### config.mk
export PLATFORM = sky130hd
export DESIGN_NAME = decode_seq_flat
export DESIGN_NICKNAME = d
export VERILOG_FILES = /design/src/rtl/decode_seq_if.sv /design/src/rtl/decode_seq.sv /design/src/flat_wrapper.sv
export SDC_FILE = /design/constraint.sdc
export NUM_CORES = 1
export LEC_CHECK = 0
export CAP_MARGIN = 5
export CORE_UTILIZATION = 55
export CTS_BUF_LIST = sky130_fd_sc_hd__clkbuf_8
export CTS_CLUSTER_DIAMETER = 30
export CTS_CLUSTER_SIZE = 8
export DETAILED_ROUTE_END_ITERATION = 16
export PLACE_DENSITY = 0.89
export SYNTH_ARGS = -nofsm -noshare
export SYNTH_HDL_FRONTEND = slang
export SYNTH_SLANG_ARGS = --single-unit
### constraint.sdc
create_clock -name CLK -period 4 [get_ports CLK]
set_clock_uncertainty 0.05 [all_clocks]
set_input_delay 0.8 -clock CLK [delete_from_list [all_inputs] [get_ports CLK]]
set_output_delay 0.8 -clock CLK [all_outputs]
set_load 0.02 [all_outputs]
### src/rtl/decode_seq_if.sv
`default_nettype none
// ============================================================================
//  Module      : decode_seq_if
//  Description : Handshake and select bus for decode_seq.
//                master : drives en, mode, in_valid, in; observes the rest
//                slave  : the decoder side
//  Ports       : en, mode, in_valid, in_ready, in[WIDTH-1:0],
//                out[2^WIDTH-1:0], out_valid, index[WIDTH-1:0], wrap
//  Revision    : 1.0  initial release
// ============================================================================
interface decode_seq_if #(
    parameter int WIDTH = 2
);
    localparam int OUTS = 2 ** WIDTH;

    logic             en;
    logic             mode;
    logic             in_valid;
    logic             in_ready;
    logic [WIDTH-1:0] in;
    logic [OUTS-1:0]  out;
    logic             out_valid;
    logic [WIDTH-1:0] index;
    logic             wrap;

    modport master (
        output en, mode, in_valid, in,
        input  in_ready, out, out_valid, index, wrap
    );

    modport slave (
        input  en, mode, in_valid, in,
        output in_ready, out, out_valid, index, wrap
    );
endinterface
`default_nettype wire

### src/rtl/decode_seq.sv
`default_nettype none
// ============================================================================
//  Module      : decode_seq
//  Description : Registered WIDTH-to-2^WIDTH one-hot decoder with valid/ready
//                input handshake. Direct mode decodes one request and holds
//                it; scan mode walks the active line through every output
//                once, holding each line HOLD enabled cycles.
//  Ports       : CLK      - clock, rising edge
//                Reset_L  - asynchronous active-low reset
//                bus      - decode_seq_if.slave (en, mode, in_valid,
//                           in_ready, in, out, out_valid, index, wrap)
//  Config      : `define DECODE_ACTIVE_LOW_EN makes out active-low
//                (selected bit 0, inactive value all ones).
//  Revision    : 1.0  initial release
// ============================================================================
module decode_seq #(
    parameter int WIDTH = 2,
    parameter int HOLD  = 1
) (
    input  wire logic     CLK,
    input  wire logic     Reset_L,
    decode_seq_if.slave   bus
);
    localparam int OUTS = 2 ** WIDTH;
    localparam int HW   = (HOLD > 1) ? $clog2(HOLD) : 1;
    localparam logic [HW-1:0] C_HOLD_LAST = HW'(HOLD - 1);

`ifdef DECODE_ACTIVE_LOW_EN
    localparam logic [OUTS-1:0] C_INACTIVE = {OUTS{1'b1}};
`else
    localparam logic [OUTS-1:0] C_INACTIVE = {OUTS{1'b0}};
`endif

    typedef enum logic [1:0] {
        S_IDLE   = 2'd0,
        S_DIRECT = 2'd1,
        S_SCAN   = 2'd2
    } state_t;

    state_t           r_state;
    logic [OUTS-1:0]  r_out;
    logic             r_out_valid;
    logic [WIDTH-1:0] r_index;
    logic [WIDTH-1:0] r_start;
    logic             r_wrap;
    logic [HW-1:0]    r_hold;

    logic             w_accept;
    logic [WIDTH-1:0] w_next;

    // Polarity is folded in here so the registered value is already final.
    function automatic logic [OUTS-1:0] line_sel(input logic [WIDTH-1:0] idx);
        logic [OUTS-1:0] v;
        v      = '0;
        v[idx] = 1'b1;
        return v ^ C_INACTIVE;
    endfunction

    assign bus.in_ready = bus.en && (r_state != S_SCAN);
    assign w_accept     = bus.in_valid && bus.in_ready;
    assign w_next       = r_index + WIDTH'(1);

    always_ff @(posedge CLK or negedge Reset_L) begin
        if (!Reset_L) begin
            r_state     <= S_IDLE;
            r_out       <= C_INACTIVE;
            r_out_valid <= 1'b0;
            r_index     <= '0;
            r_start     <= '0;
            r_wrap      <= 1'b0;
            r_hold      <= '0;
        end else begin
            // wrap is a single-cycle pulse; any edge that does not step
            // across OUTS-1 -> 0 (including frozen edges) clears it.
            r_wrap <= 1'b0;
            if (bus.en) begin
                case (r_state)
                    S_IDLE, S_DIRECT: begin
                        if (w_accept) begin
                            r_out       <= line_sel(bus.in);
                            r_index     <= bus.in;
                            r_start     <= bus.in;
                            r_out_valid <= 1'b1;
                            r_hold      <= '0;
                            r_state     <= bus.mode ? S_SCAN : S_DIRECT;
                        end
                    end
                    S_SCAN: begin
                        if (r_hold == C_HOLD_LAST) begin
                            r_hold <= '0;
                            // Coming back round to the start line ends the
                            // sweep; index keeps the last line shown.
                            if (w_next == r_start) begin
                                r_state     <= S_IDLE;
                                r_out       <= C_INACTIVE;
                                r_out_valid <= 1'b0;
                            end else begin
                                r_index <= w_next;
                                r_out   <= line_sel(w_next);
                                r_wrap  <= (w_next == '0);
                            end
                        end else begin
                            r_hold <= r_hold + HW'(1);
                        end
                    end
                    default: begin
                        r_state <= S_IDLE;
                    end
                endcase
            end
        end
    end

    assign bus.out       = r_out;
    assign bus.out_valid = r_out_valid;
    assign bus.index     = r_index;
    assign bus.wrap      = r_wrap;

endmodule
`default_nettype wire

### src/flat_wrapper.sv
// flat-port wrapper written by rule: the top's interface ports become plain ports
module decode_seq_flat 
#(
    parameter int WIDTH = 2,
    parameter int HOLD  = 1
)
  (CLK, Reset_L, bus_en, bus_mode, bus_in_valid, bus_in, bus_in_ready, bus_out, bus_out_valid, bus_index, bus_wrap);
  decode_seq_if #(.WIDTH(WIDTH)) bus_i ();
  input  wire logic CLK;
  input  wire logic Reset_L;
  input wire logic [$bits(bus_i.en)-1:0] bus_en;
  input wire logic [$bits(bus_i.mode)-1:0] bus_mode;
  input wire logic [$bits(bus_i.in_valid)-1:0] bus_in_valid;
  input wire logic [$bits(bus_i.in)-1:0] bus_in;
  output wire logic [$bits(bus_i.in_ready)-1:0] bus_in_ready;
  output wire logic [$bits(bus_i.out)-1:0] bus_out;
  output wire logic [$bits(bus_i.out_valid)-1:0] bus_out_valid;
  output wire logic [$bits(bus_i.index)-1:0] bus_index;
  output wire logic [$bits(bus_i.wrap)-1:0] bus_wrap;
  assign bus_i.en = bus_en;
  assign bus_i.mode = bus_mode;
  assign bus_i.in_valid = bus_in_valid;
  assign bus_i.in = bus_in;
  assign bus_in_ready = bus_i.in_ready;
  assign bus_out = bus_i.out;
  assign bus_out_valid = bus_i.out_valid;
  assign bus_index = bus_i.index;
  assign bus_wrap = bus_i.wrap;
  decode_seq #(.WIDTH(WIDTH), .HOLD(HOLD)) u_core (.CLK(CLK), .Reset_L(Reset_L), .bus(bus_i));
endmodule
==> results of run 1 <==
cells by family after synthesis:
family | synth area share, %
AO/OA/AOI/OAI | 24.9
AND/OR/NAND/NOR | 15.7
buffers and inverters | 6.96
flip-flops | 38.8
adder cells (fa/ha/maj) | 6.47
XOR/XNOR | 4.21
multiplexers | 2.91
routing by layer:
metal / vias up / track usage [%] / share of wire (%)
li1: 325 / - / -
met1: 326 / 36.4 / 42
met2: 33 / 43.4 / 49
met3: 12 / 6.82 / 4.1
met4: 0 / 23.3 / 4.7
met5: - / 0 / 0
worst register-to-register path, delay by kind of cell (launching register included):
| kind | cells | cell delay [ps] |
|---|---|---|
| DFF | 1 | 510 |
| xor gates and xnor gates | 1 | 400 |
| AOI/OAI and AO/OA | 2 | 400 |
| adders and majority gates | 1 | 360 |
| buffers and inverters | 1 | 110 |
report_power, final:
group | internal (W) | switching [W]
combinational | 0.000202 | 0.000269
clock | 0.0000870 | 0.0000452
sequential | 0.000180 | 0.0000705
total | 0.000468 | 0.000385
metrics by stage:
| stage | cell area, µm² | setup WS, ps | power [W] | instances |
|---|---|---|---|---|
| floorplan | 773 | 1840 | 0.000550 | 81 |
| global placement | 930 | 912 | 0.000689 | 108 |
| detailed placement | 930 | 813 | 0.000712 | 108 |
| CTS | 985 | 812 | 0.000856 | 112 |
| global route | 985 | 761 | 0.000911 | 112 |
| finish | 985 | 800 | 0.000853 | 112 |
area by class of cell:
| class | instances | area [µm²] |
|---|---|---|
| multi-input cells | 56 | 419 |
| fillers | 93 | 317 |
| flip-flops and latches | 12 | 300 |
| repair buffers | 16 | 158 |
| clock buffers | 4 | 55.1 |
| inverters | 9 | 33.8 |
| well taps | 15 | 18.8 |
layout by cell type (no fill, tap or decap):
cell type,n
nand3b_1,2
xor2_2,1
nor2_1,7
and2_1,1
and4b_1,1
o21ai_0,7
a211oi_1,1
a31oi_1,3
ha_1,4
clkbuf_8,4
o211ai_1,4
clkdlybuf4s50_1,15
o22a_1,1
mux2_2,2
dfrtp_1,12
o211ai_2,1
or2_2,1
a32oi_1,4
nand2_1,2
nor2b_1,5
a221oi_2,1
inv_1,9
o22ai_1,1
o21a_1,1
a21oi_1,1
nand2b_1,2
o2111a_1,1
buf_4,1
nor4_1,1
xnor2_2,1
final timing paths:
| kind | from | to | slack (ps) |
|---|---|---|---|
| min in group asynchronous | Reset_L | u_core.bus.out[1] | 870 |
| max in group asynchronous | Reset_L | u_core.r_state[1] | 2670 |
| worst max-delay path | bus_en | bus_in_ready | 800 |
| worst min-delay path | u_core.bus.out[0] | u_core.bus.out[0] | 460 |
| worst max register to register | u_core.bus.index[0] | u_core.bus.index[1] | 2070 |
| worst min register to register | u_core.bus.out[0] | u_core.bus.out[0] | 460 |
flip-flops by register name, summed over array words and instances (netlist names):
name / count
u_core.r_state: 2
u_core.r_start: 2
u_core.bus.wrap: 1
u_core.bus.index: 2
u_core.bus.out: 4
u_core.bus.out_valid: 1
==> results_dict.tcl, run 1 <==
set metrics [dict create \
    drtPass1Iterations 8 \
    syn_area_um2 773 \
    synth-async-reset-ratio_pct 100 \
    final_util_pct 75.7 \
    path_class "in -> out" \
    clk_path_buf_depth 2 \
    yosysWarnings 0 \
    cts_max_level 1 \
    critical-path-top-delay-family "buffers and inverters" \
    synthDominantCellAreaShare_pct 38.8 \
    start_util_pct 59.4 \
    die_w_um 39.5 \
    synth-seq-cells 12 \
    worstPathRequired_ps 3150 \
    cts_sinks 12 \
    ant_nets 0 \
    path_clk_slew_ps 50 \
    syn_area_per_cell_um2 9.55 \
    via_count 696 \
    numCtsBuffers 3 \
    setup_viol_count_final 0 \
    slowest_delay_ps 640 \
    path_buf_inv 4 \
    drtIter0Drc 21 \
    portBuffers 15 \
    crit_path_frequent_cell "clkdlybuf4s50_1" \
    synth_most_common_cell "dfrtp_1" \
    peakVddDrop_mv 0.447 \
    coreArea_um2 1300 \
    end_kind "primary output" \
    status "finished, final reports clean" \
    arrival_ps 2350 \
    start_kind "primary input" \
    pin_count 16 \
    p_per_area_nw_per_um2 866 \
    diodes 0 \
    cp_num_cells 5 \
    grt_max_degree 19 \
    cts-root-buf "clkbuf_8" \
    die_h_um 39.5 \
    leakage_nw 0.421 \
    final_net_count 109 \
    routed_wl_um 1840 \
    cap_violations 0 \
    ctsResizeCount 0 \
    placementRows 13 \
    synth_edf_count 0 \
    overflow 0 \
    grt_pass1_vias 624 \
    period_minus_slack_ps 3200 \
    hold_viol 0 \
    seq_area_frac_synth_pct 38.8 \
    worstPathCellList "clkdlybuf4s50_1 -> buf_4 -> inv_1 -> nor2_1 -> clkdlybuf4s50_1" \
    area_growth_pct 27.3 \
    grt.total_usage_pct 29.5 \
    synthTopCellsByCount "12 x dfrtp_1, 9 x inv_1, 7 x nor2_1, 7 x o21ai_0, 5 x nor2b_1" \
    drive_gt1_share_pct 12.4 \
    reg2reg_depth 5 \
    worst_slew_pin_slew_ps 556 \
    whs_ps 461 \
    synth_cells 81 \
    avgRoutedWirePerCell_um 16.4 \
    crit_fanout 18 \
    cp_slowest_cell "clkdlybuf4s50_1" \
    hold_path.class "reg -> reg" \
    max_freq_ghz 0.312 \
    yosysTopAreaCell "dfrtp_1" \
    fin_crit_sh_pct 80.0 \
    synthFlopType "dfrtp_1" \
    syn-num-nets 92 \
    viasPerCell 6.21 \
    tns_ps 0 \
    gp_congestion 0.800 \
    holdPathStages 2 \
    hpwl_um 1300 \
    drc 0 \
    synth.distinct_cells 28 \
    insertion_delay_ps 240 \
    post_cts.repair.setup_buffers 0 \
    holdBufCountCts 0 \
    slew_headroom_pct 62.8 \
    cts_tree "yes" \
    drv_slew 0 \
    yosys-top-cells-area "dfrtp_1 39%, ha_1 6.5%, a32oi_1 4.5%" \
    rsz0062_at_grt "false" \
    die_area_um2 1560 \
    antenna_found_initial 0 \
    grt_pass1_wl_um 2880 \
]
Power figures use the tool's default switching activity.
==> run 2: changes to the inputs <==
--- a/config.mk
+++ b/config.mk
@@ -6,12 +6,12 @@
 export NUM_CORES = 1
 export LEC_CHECK = 0
 export CAP_MARGIN = 5
-export CORE_UTILIZATION = 55
+export CORE_UTILIZATION = 52
 export CTS_BUF_LIST = sky130_fd_sc_hd__clkbuf_8
 export CTS_CLUSTER_DIAMETER = 30
 export CTS_CLUSTER_SIZE = 8
 export DETAILED_ROUTE_END_ITERATION = 16
-export PLACE_DENSITY = 0.89
+export PLACE_DENSITY = 0.85
 export SYNTH_ARGS = -nofsm -noshare
 export SYNTH_HDL_FRONTEND = slang
 export SYNTH_SLANG_ARGS = --single-unit
==> constraint.sdc (replaced) <==
create_clock -name CLK -period 3.13 [get_ports CLK]
set_clock_uncertainty 0.05 [all_clocks]
set_input_delay 0.626 -clock CLK [delete_from_list [all_inputs] [get_ports CLK]]
set_output_delay 0.626 -clock CLK [all_outputs]
set_load 0.02 [all_outputs]
==> run 2 against run 1 <==
Compared with the run above: non-clock buffer count is the same; critical path depth decreased by 1; worst hold slack lost 2.8 ps; flip-flop and latch count unchanged; sequential share of layout area is 0.43 points higher; cell count is 0.89% lower; cell area down 1.4%; combinational power increased by 24%; wire length fell by 7.8%; critical endpoint unchanged; largest power group unchanged; highest routed layer unchanged.
==> results_dict.tcl, run 2 (synthesis results as in run 1) <==
set metrics [dict create \
    status "finished, final reports clean" \
    crit_path_start "bus_en" \
    leakage_nw 0.414 \
    max_freq_ghz 0.392 \
    diodes 0 \
    r2r-start "u_core.bus.index[0]" \
    avgRoutedWirePerCell_um 15.3 \
    drtPass1Iterations 4 \
    dpl_worst_slack_ps 581 \
    drive_gt1_share_pct 11.5 \
    largest_reg_flops 4 \
    start_util_pct 57.3 \
    die_area_um2 1650 \
    antenna_found_initial 0 \
    drv_slew 0 \
    crit_path_end "bus_in_ready" \
    r2r-end "u_core.r_state[1]" \
    drc 0 \
    end_kind "primary output" \
    cts_tree "yes" \
    start_kind "primary input" \
    numCtsBuffers 3 \
    viasPerCell 6.06 \
    fin_crit_sh_pct 81.5 \
    ctsResizeCount 0 \
    grt.total_usage_pct 25.6 \
    whs_ps 458 \
    ant_nets 0 \
    post_cts.repair.setup_buffers 0 \
    coreArea_um2 1350 \
    overflow 0 \
    cts-root-buf "clkbuf_8" \
    routed_wl_um 1690 \
    cts_sinks 12 \
    worst_slew_pin_slew_ps 541 \
    area_growth_pct 25.6 \
    reg2reg_depth 5 \
    final_net_count 109 \
    dp.cells 108 \
    period_minus_slack_ps 2550 \
    arrival_ps 1870 \
    clk_path_buf_depth 2 \
    grt_pass1_vias 612 \
    worstPathRequired_ps 2450 \
    cap_violations 0 \
    insertion_delay_ps 240 \
    peakVddDrop_mv 0.582 \
    drtIter0Drc 19 \
    holdBufCountCts 0 \
    pin_count 16 \
    setup_viol_count_final 0 \
    path_clk_slew_ps 50 \
    die_h_um 40.6 \
    final_cell_mix "15 x clkdlybuf4s50_1, 12 x dfrtp_1, 9 x inv_1" \
    tns_ps 0 \
    via_count 673 \
    crit_fanout 3 \
    p_per_area_nw_per_um2 1070 \
    hold_path.class "reg -> reg" \
    grt_pass1_wl_um 2710 \
    hold_viol 0 \
    portBuffers 15 \
    placementRows 13 \
    slew_headroom_pct 63.8 \
    path_class "in -> out" \
    grt_max_degree 18 \
    gp_congestion 0.786 \
    r2r_slack_ps 1240 \
    worst_slack_ps 580 \
    final-instance-count-excl-fill 111 \
    hpwl_um 1170 \
    die_w_um 40.6 \
    cts_max_level 1 \
    final_common_cell "clkdlybuf4s50_1" \
    rsz0062_at_grt "false" \
]
==> run 2: cell types whose count changed in the layout (fill, tap and decap cells not counted), sizes merged <==
cell	delta
clkbuf	-1
==> run 2: metrics by stage <==
step	cell area, µm²	total power (W)	util, %
after global routing	971	0.00111	71.9
after detailed placement	930	0.000891	68.9
after CTS	971	0.00104	71.9
after floorplan	773	0.000703	-
after global placement	930	0.000874	68.9
final	971	0.00104	71.9
==> run 2: report_power, final <==
group          switching (W)  total (W)  internal, W  leakage (nW)
Clock              0.0000554   0.000140    0.0000847        0.0216
Sequential         0.0000875   0.000317     0.000230         0.142
Combinational       0.000324   0.000582     0.000257         0.251
Total               0.000467    0.00104     0.000572         0.414
==> run 2: critical path, cell delays in order <==
cell             delay, ps
clkdlybuf4s50_1        470
inv_1                   60
nor2_1                 100
clkdlybuf4s50_1        610
==> run 2: area by class of cell <==
class | count | area (µm²)
Multi-Input combinational cell | 56 | 419
Fill cell | 104 | 379
Sequential cell | 12 | 300
Timing Repair Buffer | 16 | 158
Clock buffer | 3 | 41.3
Inverter | 9 | 33.8
Tap cell | 15 | 18.8
==> run 2: worst min-delay path by stage <==
stage / endpoint / slack, ps / startpoint / cells past startpoint
6_report: u_core.bus.out_valid / 460 / u_core.bus.out_valid / 2
5_1_grt: u_core.bus.out[1] / 470 / u_core.bus.out[1] / 2
4_1_cts: u_core.bus.out[2] / 460 / u_core.bus.out[2] / 2
3_5_place_dp: u_core.bus.out[2] / 450 / u_core.bus.out[2] / 2
3_3_place_gp: u_core.bus.out_valid / 430 / u_core.bus.out_valid / 2
2_1_floorplan: u_core.bus.index[0] / 280 / Reset_L / 0
==> run 2: layer usage <==
metal  routed length, µm  share of wire (%)  global-route usage, %
met5                   0                  0                      0
met4                  40                2.4                   15.0
met1                 793                 47                   30.4
met2                 801                 47                   43.3
met3                  57                3.4                   3.33
